$ cat config.mk
export PLATFORM = sky130hd
export DESIGN_NAME = flat_vec_stream_reader
export DESIGN_NICKNAME = d
export VERILOG_FILES = /design/src/rtl/flat_vec_stream_reader_pkg.sv /design/src/rtl/flat_vec_stream_reader.sv
export SDC_FILE = /design/constraint.sdc
export NUM_CORES = 2
export LEC_CHECK = 0
export ABC_AREA = 1
export BUFFER_PORTS_ARGS = -buffer_cell sky130_fd_sc_hd__buf_4
export CORE_AREA = 4 4 416 418
export CTS_CLUSTER_SIZE = 8
export DETAILED_ROUTE_END_ITERATION = 10
export DIE_AREA = 0 0 420 422
export GPL_TIMING_DRIVEN = 0
export REMOVE_ABC_BUFFERS = 1
export SYNTH_ARGS = -nofsm -noshare
export SYNTH_HDL_FRONTEND = slang
export SYNTH_SLANG_ARGS = --single-unit
$ cat constraint.sdc
create_clock -name clk -period 4.7 [get_ports clk]
set_input_delay 0.705 -clock clk [delete_from_list [all_inputs] [get_ports clk]]
set_output_delay 0.705 -clock clk [all_outputs]
set_load 0.005 [all_outputs]
$ cat src/rtl/flat_vec_stream_reader_pkg.sv
// Shared definitions for clients of the coprocessor flat result RAM.
package flat_vec_stream_reader_pkg;

  // Readback sequencer states.
  typedef enum logic [1:0] {
    IDLE   = 2'd0,
    STREAM = 2'd1,
    FINISH = 2'd2
  } rd_state_e;

  // Limit a requested word count to the number of words in the vector.
  function automatic int unsigned clamp_len(input int unsigned len,
                                            input int unsigned depth);
    return (len > depth) ? depth : len;
  endfunction

endpackage

$ cat src/rtl/flat_vec_stream_reader.sv
// Snapshots a flattened DEPTH*WIDTH RAM image on start and streams words
// 0..len-1 out on a valid/ready interface with index and last markers.
//
// state  | meaning
// -------+--------------------------------------------------------------
// IDLE   | waiting for start; snapshot and length are loaded on accept
// STREAM | presenting snapshot words in address order, one per handshake
// FINISH | single cycle with done high, then back to IDLE
module flat_vec_stream_reader
  import flat_vec_stream_reader_pkg::*;
#(
  parameter int WIDTH = 32,
  parameter int DEPTH = 32,
  localparam int LW = $clog2(DEPTH + 1),
  localparam int IW = $clog2(DEPTH)
) (
  input  logic                   clk,
  input  logic                   rst_n,
  input  logic                   start,
  input  logic [LW-1:0]          len,
  input  logic [DEPTH*WIDTH-1:0] flat_din,
  output logic                   busy,
  output logic                   done,
  output logic                   m_valid,
  input  logic                   m_ready,
  output logic [WIDTH-1:0]       m_data,
  output logic [IW-1:0]          m_index,
  output logic                   m_last
);

  rd_state_e              state;
  rd_state_e              state_nxt;
  logic [DEPTH*WIDTH-1:0] snapshot;
  logic [LW-1:0]          len_q;
  logic [LW-1:0]          len_c;
  logic [IW-1:0]          idx;
  logic                   accept;
  logic                   beat;

  assign len_c  = LW'(clamp_len(32'(len), 32'(DEPTH)));
  assign accept = (state == IDLE) && start;
  assign beat   = m_valid && m_ready;

  // Word mux: the current index selects straight out of the frozen snapshot.
  assign m_data  = snapshot[idx*WIDTH +: WIDTH];
  assign m_index = idx;

  // State register.
  always_ff @(posedge clk) begin
    if (!rst_n) state <= IDLE;
    else        state <= state_nxt;
  end

  // Next-state decode and handshake/status outputs.
  always_comb begin
    state_nxt = state;
    busy      = 1'b0;
    done      = 1'b0;
    m_valid   = 1'b0;
    m_last    = 1'b0;
    case (state)
      IDLE: begin
        if (start) state_nxt = (len_c == '0) ? FINISH : STREAM;
      end
      STREAM: begin
        busy    = 1'b1;
        m_valid = 1'b1;
        m_last  = (LW'(idx) == (len_q - LW'(1)));
        if (m_ready && m_last) state_nxt = FINISH;
      end
      FINISH: begin
        done      = 1'b1;
        state_nxt = IDLE;
      end
      default: state_nxt = IDLE;
    endcase
  end

  // Snapshot, length and index: loaded on accept, index advances per beat.
  // The index stops on the last beat, so it never wraps past len-1.
  always_ff @(posedge clk) begin
    if (!rst_n) begin
      snapshot <= '0;
      len_q    <= '0;
      idx      <= '0;
    end else if (accept) begin
      snapshot <= flat_din;
      len_q    <= len_c;
      idx      <= '0;
    end else if (beat && !m_last) begin
      idx <= idx + IW'(1);
    end
  end

endmodule

==> qor.txt <==
First-pass GRT wire length - 270000 um
Critical Path Fanout Max - 74
Final wirelength - 187000 um
Post-Place Cells - 9169
Yosys cell types - 30
Min-Delay Endpoint - snapshot[970]
Initial Util - 0.268
Fmax - 222 MHz
Clock Latency Late Sink - 0.81 ns
Main combinational cell family by area after synthesis - compound AO/OA/AOI/OAI gates
Post-Syn Area - 0.0453 mm2
Final GP Congestion - 0.880
Critical Path AT - 3.79 ns
Hold_sp - flat_din[970]
Synth Area per Inst - 7.09 um2
Synth Register Bits - 1037
I/O Buffers - 1074
Share of cells above drive strength 1 - 0.186
Peak VDD IR - 0.383 mV
CTS hold repair buffers - 0
Die Wd - 420 um
Vias - 46.5k
H-tree levels - 4
Setup_tns - 0 ns
Slew @ Worst Pin - 0.961 ns
Top-level port count - 1075
Slowest CP cell - dfxtp_4
Multiplexer share of the synthesized area - 0
Core Area - 0.169 mm2
Metal2 WL - 89800 um
Number of DRC violations after detailed-routing iteration 0 - 4236
Switching power - 0.00642 W
Status - finished, final reports clean
Share of the synthesized area in the top cell type - 0.458
Slew Viols, Final - 0
Register-to-register setup slack - 1.09 ns
Final non-filler cell total - 9429
Wire per inst - 19.9 um
Clk slew on worst S/H paths - 0.06 ns
Max-Cap Viols - 0
Logic gate share of total power - 0.147
Die Ht - 422 um
Sw frac - 0.274
Initial antenna violation count - 78
Post-synth EDFFs - 0
Kind of critical path - flop to output pin
Hold depth - 3
Sequential share of power - 0.428
Final net count - 8148
Rows - 151
Post-synth top area cell - dfxtp_1
# setup viols final - 0
CTS tree - built
Primary FF master, synth - dfxtp_1
P_int - 0.0170 W
GRT overflow - 0
CP cell instances - buf_16, inv_8, buf_16, a21oi_1, o21ai_1, nand2_1, nand2_1, nand3_1, o21ai_1, inv_1, buf_4
Drt drc - 0
Reg-to-Reg End - snapshot[728]
Synth Area in XOR/XNOR - 0.00116
Register area share after synthesis - 0.458
CTS Sinks - 1037
Synth Area in Compound Gates - 0.273
Final period util - 0.957
Synth Area in Adders - 0.000553
Largest net degree at the start of global routing - 191
Vias in the first global route - 43.2k
Final period demand of the worst path - 4.50 ns
Most frequent cell after synthesis - o21ai_0
GRT Util Overall - 0.199
DR top layer - met5
Critical Path Source Type - flop
Root Driver - clkbuf_16
CP required - 3.99 ns
Vias/cell - 4.93
Worst path bufs/invs - 5
Worst Skew - 0.0397 ns
Ys async rst share - 0
Largest stage delay, worst path - 0.68 ns
RSZ-0062 raised after global routing - false
Clk pwr share - 0.425
Metal3 WL - 13400 um
Crit path max-delay family - buffers and inverters
Dpl hpwl - 125000 um
Reg2Reg Depth - 10
Max-slew headroom - 0.360
Simple-Gate Fraction of Synth Area - 0.162
Hold Crit Class - primary input to flop
Met1 WL - 75700 um
Cells after synthesis - 6383
First drt pass iteration count - 6
CTS Buf Count - 150
CTS Buffer Depth - 3
Layout Area Growth over Synthesis - 30.8%
Top post-synthesis cells by area - dfxtp_1, o21ai_0, a21oi_1
Synth warn - 0
Final ANT Viol Nets - 0
Die ar. - 0.177 mm2
Lkg Pwr - 24.1 nW
PD cells - 396 mW/mm2
Setup crit end kind - output pin
Post-synth top cells - o21ai_0, nor2_1, dfxtp_1, a21oi_1, inv_1
Final Hold Viols - 0
Critical R2R Launch - state[1]
## cells by family (layout without fill, tap and decap cells)
logic type	after synthesis	in the layout
AO/OA/AOI/OAI	2417	2417
XOR/XNOR	6	6
adder cells (fa/ha/maj)	2	2
buffers and inverters	1083	1837
flip-flops	1037	1037
other	0	74
AND/OR/NAND/NOR	1838	1838
## area by class of cell
type | count | area, um2
Inverter | 530 | 2040
Fill cell | 17946 | 110000
Sequential cell | 1037 | 20800
Multi-Input combinational cell | 4263 | 19800
Antenna cell | 74 | 185
Timing Repair inverter | 1 | 8.76
Timing Repair Buffer | 1129 | 9490
Tap cell | 2218 | 2780
Clock buffer | 160 | 3850
Clock inverter | 17 | 290
## state kept, by name (all words and copies together) (netlist names)
signal / flops
snapshot: 1024
m_index: 5
len_q: 6
state: 2
## tightest hold or removal path, stage by stage
cell,delay (ns)
buf_4,0.08
o21ai_0,0.07
nor2_1,0.08
## stage by stage
stage | total power [W] | worst slack (ns) | hold slack (ns) | utilization | instance area (um2)
detailed placement | 0.0136 | 0.497 | 0.444 | 0.324 | 54700
finish | 0.0234 | 0.203 | 0.149 | 0.350 | 59200
floorplan | 0.0122 | -33.25 | 0.429 | - | 42500
CTS | 0.0237 | 0.00875 | 0.0826 | 0.349 | 59000
global placement | 0.0140 | -88.37 | 0.439 | 0.316 | 53400
global route | 0.0246 | 0.0152 | 0.120 | 0.350 | 59200
## routing by layer
metal	vias to the layer above	GRT usage
met3	384	0.0432
met5	-	0
met4	2	0.110
met2	1730	0.322
met1	21731	0.246
li1	22658	-
## placed cells by master, fill, tap and decap left out, types with 8 or more instances in the layout
master     instances
a21oi_1          856
inv_1            521
nor3_1            15
inv_6              8
clkbuf_16        154
nand2_1          401
nand4_1           38
dfxtp_1         1033
o211ai_1          88
diode_2           74
nor2_1          1137
nand3_1          236
o22ai_1           31
buf_16            42
o21ai_0         1363
o21ai_1           76
buf_4           1075
## power by group through the flow
stage | sequential, W | clock (W) | combinational (W)
2_1_floorplan | 0.0102 | 0 | 0.00205
6_report | 0.0100 | 0.00997 | 0.00344
4_1_cts | 0.0100 | 0.0102 | 0.00345
3_5_place_dp | 0.0102 | 0 | 0.00342
5_1_grt | 0.0101 | 0.0106 | 0.00390
3_3_place_gp | 0.0103 | 0 | 0.00369
## how the worst max path moves through the flow
stage	to	slack, ns	cells after the start	startpoint
finish	m_data[1]	0.20	11	m_index[1]
global route	m_data[23]	0.02	11	m_index[0]
CTS	m_data[23]	0.009	10	m_index[2]
detailed placement	m_data[11]	0.50	12	m_index[3]
global placement	len_q[1]	-88.37	6	start
floorplan	len_q[1]	-33.25	5	start
## what timing repair did
| item | 4_1_cts | 5_1_grt |
|---|---|---|
| endpoints found under the setup margin | 11 | 4 |
| cloned | 3 | 1 |
| endpoints found under the hold margin | 0 | 0 |
| gates resized for setup | 1 | 3 |
| buffers inserted | 5 | 0 |
| pin swaps | 1 | 0 |
Note: power is estimated with default switching activity, not from simulation.
